===== src/rtl/shift_deserializer.sv =====
// Serial-to-parallel receiver: LSB-first bits into WIDTH-bit words, one-entry valid/ready output buffer.
// Define SHIFT_DESER_PARITY_EN to expect a trailing even-parity bit per word and flag errors on parity_err.
module shift_deserializer #(
    parameter int WIDTH = 8
) (
    input  logic                           clk,
    input  logic                           rst_n,
    input  logic                           ser_in,
    input  logic                           ser_valid,
    input  logic                           ser_sync,
    output logic [WIDTH-1:0]               data_out,
    output logic                           data_valid,
    input  logic                           data_ready,
    output logic                           overrun,
    input  logic                           overrun_clr,
    output logic                           parity_err,
    output logic [$clog2(WIDTH+1)-1:0]     bit_cnt
);
    localparam int CW = $clog2(WIDTH + 1);

    typedef enum logic {EMPTY = 1'b0, FULL = 1'b1} buf_state_e;

    buf_state_e        state_q, state_d;
    logic [WIDTH-1:0]  shreg_q, shreg_d;
    logic [CW-1:0]     cnt_q, cnt_d;
    logic [WIDTH-1:0]  data_q, data_d;
    logic              ovr_q, ovr_d;
    logic              complete_c;
    logic [WIDTH-1:0]  word_c;
`ifdef SHIFT_DESER_PARITY_EN
    logic              perr_q, perr_d;
    logic              perr_c;
`endif

    // Assembly: sync restarts the frame with the current bit as bit 0.
    always_comb begin
        shreg_d    = shreg_q;
        cnt_d      = cnt_q;
        complete_c = 1'b0;
        word_c     = shreg_q;
`ifdef SHIFT_DESER_PARITY_EN
        perr_c     = 1'b0;
`endif
        if (ser_valid) begin
            if (ser_sync) begin
                shreg_d = {ser_in, {(WIDTH-1){1'b0}}};
                cnt_d   = CW'(1);
            end
`ifdef SHIFT_DESER_PARITY_EN
            else if (cnt_q == CW'(WIDTH)) begin
                // Parity slot: the data word is already complete in shreg_q.
                complete_c = 1'b1;
                word_c     = shreg_q;
                perr_c     = ^{shreg_q, ser_in};
                cnt_d      = '0;
            end
`endif
            else begin
                shreg_d = {ser_in, shreg_q[WIDTH-1:1]};
`ifdef SHIFT_DESER_PARITY_EN
                cnt_d   = cnt_q + CW'(1);
`else
                if (cnt_q == CW'(WIDTH - 1)) begin
                    complete_c = 1'b1;
                    word_c     = shreg_d;
                    cnt_d      = '0;
                end else begin
                    cnt_d = cnt_q + CW'(1);
                end
`endif
            end
        end
    end

    always_comb begin
        state_d = state_q;
        data_d  = data_q;
        ovr_d   = overrun_clr ? 1'b0 : ovr_q;
        unique case (state_q)
            EMPTY: begin
                if (complete_c) begin
                    state_d = FULL;
                    data_d  = word_c;
                end
            end
            FULL: begin
                if (complete_c && data_ready) begin
                    data_d = word_c;
                end else if (complete_c) begin
                    ovr_d = 1'b1;
                end else if (data_ready) begin
                    state_d = EMPTY;
                end
            end
            default: state_d = EMPTY;
        endcase
    end

`ifdef SHIFT_DESER_PARITY_EN
    always_comb begin
        perr_d = overrun_clr ? 1'b0 : perr_q;
        if (perr_c) perr_d = 1'b1;
    end

    always_ff @(posedge clk or negedge rst_n) begin
        if (!rst_n) perr_q <= 1'b0;
        else        perr_q <= perr_d;
    end

    assign parity_err = perr_q;
`else
    assign parity_err = 1'b0;
`endif

    always_ff @(posedge clk or negedge rst_n) begin
        if (!rst_n) begin
            state_q <= EMPTY;
            shreg_q <= '0;
            cnt_q   <= '0;
            data_q  <= '0;
            ovr_q   <= 1'b0;
        end else begin
            state_q <= state_d;
            shreg_q <= shreg_d;
            cnt_q   <= cnt_d;
            data_q  <= data_d;
            ovr_q   <= ovr_d;
        end
    end

    assign data_out   = data_q;
    assign data_valid = (state_q == FULL);
    assign overrun    = ovr_q;
    assign bit_cnt    = cnt_q;
endmodule


===== config.mk =====
export PLATFORM = sky130hd
export DESIGN_NAME = shift_deserializer
export DESIGN_NICKNAME = d
export VERILOG_FILES = /design/src/rtl/shift_deserializer.sv
export SDC_FILE = /design/constraint.sdc
export NUM_CORES = 1
export LEC_CHECK = 0
export CAP_MARGIN = 20
export CORE_ASPECT_RATIO = 0.75
export CORE_MARGIN = 1
export CORE_UTILIZATION = 36
export DETAILED_ROUTE_END_ITERATION = 10
export PLACE_DENSITY = 0.69
export RECOVER_POWER = 25
export SETUP_SLACK_MARGIN = 0.5
export SLEW_MARGIN = 5
export SYNTH_ARGS = -nofsm -noshare
export SYNTH_HDL_FRONTEND = slang
export SYNTH_SLANG_ARGS = --single-unit

===== constraint.sdc =====
create_clock -name clk -period 4.3 [get_ports clk]
set_input_delay 0.86 -clock clk [delete_from_list [all_inputs] [get_ports clk]]
set_output_delay 0.86 -clock clk [all_outputs]
set_load 0.1 [all_outputs]

==> key figures, run 1 <==
Status
  • Status: completed

Die
  • Die ar.: between 2000 and 3000 µm²
  • Starting Density: around 40%
  • Core Area: 2360 µm²
  • Die X: ~60 µm
  • Die Y: around 46 µm
  • I/O pin total: 22
  • Core Rows: 15

Final layout
  • Area grow syn2layout: 26.2%
  • Most common cell after layout, fill and taps aside: dfrtp_1
  • Layout cells sized above 1: around 15%
  • Diode count: 0
  • FILL cells: around 240
  • Finished Layout Cells: about 130
  • Most frequent cells in the layout: dfrtp_1, clkdlybuf4s50_1, inv_1, mux2_4, o22ai_1
  • Net count reported at finish: about 100

Power
  • Leak pwr: roughly 0.52 nW
  • Power density over the cells: 560 nW/µm²
  • Peak supply drop: around 0.33 mV

STA
  • Fmax achieved: 359 MHz
  • Final period util: between 60% and 70%
  • Max_slew headroom: roughly a third
  • Worst Hold Slack: between 0.5 and 0.6 ns
  • Worst Tran Pin Value: 0.970 ns
  • Unrepaired setup endpoints after global routing: no
  • Final critical-path required period: between 2 and 3 ns
  • Pins Over Slew Limit: 0
  • Setup WS post-layout: 1.51 ns
  • Setup-failing EPs final: 0
  • Worst Skew: around 0.011 ns
  • Setup TNS: 0 ns
  • Hold Vio Cnt, Final: 0

Setup path
  • CP Launch Type: register
  • Crit path max-delay family: buffers and inverters
  • R2R Path Start: bit_cnt[0]
  • Crit-path max FO: 5
  • Critical path, cell by cell: clkdlybuf4s50_1
  • Slowest cell on the critical path: clkdlybuf4s50_1
  • WP data arrival: 1.93 ns
  • Crit Path Class: reg -> out
  • CP required: about 3.4 ns
  • Worst setup path start: bit_cnt[0]
  • Critical Path Max Stage Delay: ~1.2 ns
  • CP endpoint kind: output port
  • Crit path buffers/inverters: 1

CTS
  • Max clock buf depth: 2
  • CTS tree: yes
  • Clk slew on worst S/H paths: ~0.12 ns
  • H-tree depth: 1
  • Setup bufs post-CTS: 0
  • CTS Buf Count: 3
  • Clock sink count: 21
  • Clk_lat worst skew: roughly 0.30 ns
  • Clk Tree Root Cell: clkbuf_4
  • Post-CTS resize count: 0
  • Cts hold-fix bufs: 0

Job
  • Max-Cap Viols: 0

Synthesis
  • Synth cell types: 24
  • Syn Area/Cell: between 10 and 15 µm²
  • Seq cells post-synth: 21
  • Syn nets: a little over 80
  • Sequential fraction of the synthesis area: a little under three fifths
  • Post-synth EDFFs: 0
  • Post-synth ARST share: 100%
  • Yosys warns: 0
  • Post-synth top flop: dfrtp_1
  • Mapped Area: around 930 µm²
  • Post-Synthesis Cells: 74

Route
  • Vias: 590
  • Antenna Nets Post-Route: 0
  • Routed vias/inst: about 4.6
  • Detail-routed net length per standard cell: approximately 13 µm
  • Drt drc: 0
  • 1st-iter DRT viols: 16
  • 1st-pass router iterations: 3
  • WL final: approximately 1.6 mm

Global route
  • Grt ovf: 0
  • Initial antenna violation count: 0
  • Tot GR Track Use: roughly 14%
  • Global-route wire length before repair: approximately 2.8 mm
  • Vias in the first global route: around 600
  • Largest net degree at the start of global routing: 22

Place
  • Post-Place Cells: about 120
  • Dpl ws: 1.34 ns
  • Routability cong.: between 0.7 and 0.8
  • Port Buf Inserts: 20
  • Post-detail-place hpwl: between 1 and 1.5 mm

Worst hold path
  • Min-Delay Path Class: reg -> reg
  • HP Start: shreg_q[5]
[layer usage]
metal | global-route usage, % | up-vias | routed length [µm]
met4 | 1.36 | 0 | 0
met2 | 19.8 | 18 | 697
li1 | - | 288 | -
met1 | 21.6 | 284 | 840
met5 | 0 | - | 0
met3 | 5.40 | 0 | 68
[cells by family (layout without fill, tap and decap cells)]
logic type	after synthesis	in the layout	share of synthesized area, %
AND/OR/NAND/NOR	15	15	11.1
buffers and inverters	14	34	7.03
flip-flops	21	21	56.8
AO/OA/AOI/OAI	12	12	8.11
multiplexers	10	10	15.3
adder cells (fa/ha/maj)	1	1	1.35
other	1	1	0.405
[state kept, by name, summed over array words and instances, names as in the netlist]
register,count
shreg_q,7
overrun,1
data_out,8
data_valid,1
bit_cnt,4
[final timing paths]
path                               end  slack (ns)  cells past startpoint
setup / recovery            bit_cnt[0]        1.51                      1
hold / removal             data_out[4]        0.51                      1
setup reg to reg           data_out[6]        2.44                      4
hold reg to reg            data_out[4]        0.51                      1
max in group asynchronous  data_out[6]        2.59                      1
min in group asynchronous   data_valid        1.13                      1
[metrics by stage]
stage	area, µm²	util (%)	total power, mW
2_1_floorplan	926	-	0.493
3_3_place_gp	1140	48.3	0.563
3_5_place_dp	1140	48.3	0.565
4_1_cts	1170	49.4	0.663
5_1_grt	1170	49.4	0.687
6_report	1170	49.4	0.655
[final cells by class]
class / count / area, µm² / area share, %
Clock buffer: 3 / 22.5 / 1.93
Clock inverter: 1 / 5.00 / 0.428
Inverter: 10 / 37.5 / 3.21
Multi-Input combinational cell: 39 / 335 / 28.7
Sequential cell: 21 / 526 / 45.0
Tap cell: 34 / 42.5 / 3.64
Timing Repair Buffer: 20 / 200 / 17.1
[cell usage after synthesis, types with 3 or more instances]
cell type	count	area [µm²]
o21ai_0	4	20.0
mux2_4	8	120
o22ai_1	6	37.5
inv_1	10	37.5
dfrtp_1	21	526
nand2_1	3	11.3
nand3b_1	5	37.5
[power breakdown]
group	switching [mW]	total, mW	internal, mW
Combinational	0.229	0.312	0.0833
Sequential	0.0236	0.250	0.226
Clock	0.0582	0.0928	0.0346
Total	0.311	0.655	0.344
(Power assumes the default switching activity.)
==> run 2, diff against run 1 <==
==> constraint.sdc (replaced) <==
create_clock -name clk -period 2.84 [get_ports clk]
set_input_delay 0.568 -clock clk [delete_from_list [all_inputs] [get_ports clk]]
set_output_delay 0.568 -clock clk [all_outputs]
set_load 0.1 [all_outputs]
==> key figures, run 2 (same netlist as run 1, synthesis figures left out) <==
STA
  • Final period util: a little over two thirds
  • Max_slew headroom: 27.7% (-7.4 points)
  • Setup WS post-layout: 0.838 ns (-0.676 ns)
  • Worst Skew: 0.0132 ns (+0.00180 ns)
  • Setup TNS: 0 ns (unchanged)
  • Setup-failing EPs final: 0 (unchanged)
  • Fmax achieved: approximately 500 MHz
  • Unrepaired setup endpoints after global routing: no
  • Final critical-path required period: between 2 and 2.5 ns
  • Hold Vio Cnt, Final: 0 (unchanged)
  • Worst Tran Pin Value: 1.08 ns (+0.115 ns)
  • Pins Over Slew Limit: 0 (unchanged)

Global route
  • Vias in the first global route: 563 (-5.2%)
  • Global-route wire length before repair: 2.46 mm (-12%)
  • Largest net degree at the start of global routing: 22 (unchanged)
  • Tot GR Track Use: 12.3% (-1.9 points)
  • Initial antenna violation count: 0 (unchanged)
  • Grt ovf: 0 (unchanged)

CTS
  • H-tree depth: 1 (unchanged)
  • Max clock buf depth: 2 (unchanged)
  • Clock sink count: 21 (unchanged)
  • CTS Buf Count: 3 (unchanged)
  • Clk slew on worst S/H paths: 0.12 ns (about the same)
  • Post-CTS resize count: 0 (unchanged)
  • CTS tree: yes
  • Clk_lat worst skew: 0.30 ns (about the same)
  • Cts hold-fix bufs: 0 (unchanged)
  • Setup bufs post-CTS: 0 (unchanged)
  • Clk Tree Root Cell: clkbuf_4

Place
  • DP Area: 1120 µm² (-1.8%)
  • Post-Place Cells: 126 (+1.6%)
  • Post-detail-place hpwl: 1.11 mm (-1.8%)
  • Routability cong.: 0.737 (+4.6%)
  • Port Buf Inserts: 20 (unchanged)
  • Dpl ws: 0.499 ns (-0.842 ns)

Route
  • 1st-pass router iterations: 4 (+1)
  • Vias: 596 (+1.0%)
  • Detail-routed net length per standard cell: 11.4 µm (-9.1%)
  • Routed vias/inst: 4.58 (-0.54%)
  • Drt drc: 0 (unchanged)
  • WL final: 1.48 mm (-7.7%)
  • 1st-iter DRT viols: 22 (+6)
  • Antenna Nets Post-Route: 0 (unchanged)

Final layout
  • Net count reported at finish: 105 (+1.9%)
  • Most common cell after layout, fill and taps aside: dfrtp_1
  • Finished Cell Area: 1140 µm² (-2.0%)
  • Finished Layout Cells: 130 (+1.6%)
  • Most frequent cells in the layout: dfrtp_1, buf_4, inv_1, mux2_4, o22ai_1
  • Multi-input logic area: 335 µm² (unchanged)
  • Layout cells sized above 1: 30.2% (+15 points)
  • Reg area: 526 µm² (unchanged)
  • Max reg flops: 8 (unchanged)
  • Area grow syn2layout: 23.6%
  • FILL cells: 235 (-3.3%)
  • Diode count: 0 (unchanged)

Die
  • Die X: 60.6 µm (unchanged)
  • I/O pin total: 22 (unchanged)
  • Die ar.: 2780 µm² (unchanged)
  • Core Rows: 15 (unchanged)
  • Die Y: 45.9 µm (unchanged)
  • Starting Density: 39.2% (unchanged)
  • Core Area: 2360 µm² (unchanged)

Status
  • Status: completed

Worst hold path
  • Hold path cells: 1 (unchanged)
  • Min-Delay Path Class: reg -> reg

Setup path
  • CP required: 3.03 ns (-0.41 ns)
  • CP Launch Type: primary input
  • CP endpoint kind: register
  • WP data arrival: 2.19 ns (+0.26 ns)
  • Crit Path Class: in -> reg
  • R2r worst-path depth: 4 (unchanged)
  • Crit-path max FO: 8 (+3)

Job
  • Max-Cap Viols: 0 (unchanged)

Power
  • Power density over the cells: 853 nW/µm² (+52%)
  • Peak supply drop: 0.492 mV (+47%)
  • Leak pwr: 0.554 nW (+5.8%)
-- run 2: cell types whose count changed in the layout (fill, tap and decap cells not counted) --
cell             before  now
buf_4                 0   15
clkdlybuf4s50_1      18    5
clkbuf_1              0    1
dlygate4sd3_1         2    1
-- run 2: worst max-delay path, cell delays in order --
cell             delay, ns
clkdlybuf4s50_1       0.52
nor2b_1               0.24
and3_1                0.52
mux2_4                0.34
-- run 2: final cells by class --
| type | count | share of cell area (%) |
|---|---|---|
| sequential | 21 | 45.9 |
| multi-input combinational | 39 | 29.3 |
| timing repair buffer | 22 | 15.4 |
| tap | 34 | 3.72 |
| inverter | 10 | 3.28 |
| clock buffer | 3 | 1.97 |
| clock inverter | 1 | 0.437 |
-- run 2: worst paths after layout --
kind,from,endpoint,slack (ns)
setup / recovery,ser_sync,data_out[7],0.84
hold / removal,shreg_q[5],data_out[4],0.50
setup reg to reg,bit_cnt[0],data_out[7],0.97
hold reg to reg,shreg_q[5],data_out[4],0.50
max in group asynchronous,rst_n,bit_cnt[2],1.21
min in group asynchronous,rst_n,overrun,0.96
-- run 2: report_power, final --
part | internal [mW] | total, mW | leakage (nW) | switching [mW]
logic | 0.114 | 0.458 | 0.255 | 0.344
registers | 0.342 | 0.379 | 0.281 | 0.0371
clock network | 0.0525 | 0.140 | 0.0177 | 0.0872
-- run 2: metal layers --
metal	GRT usage (%)	wire, µm	up-vias	share of wire, %
li1	-	-	295	-
met1	17.2	774	281	52
met2	18.5	614	20	41
met3	5.11	93	0	6.3
met4	1.36	0	0	0
met5	0	0	-	0
-- run 2: through the flow --
stage	hold slack [ns]	total power, mW	utilization [%]
floorplan	0.272	0.747	-
global placement	0.491	0.841	47.4
detailed placement	0.493	0.845	47.4
CTS	0.507	0.985	48.6
global route	0.521	1.02	48.4
finish	0.502	0.977	48.4
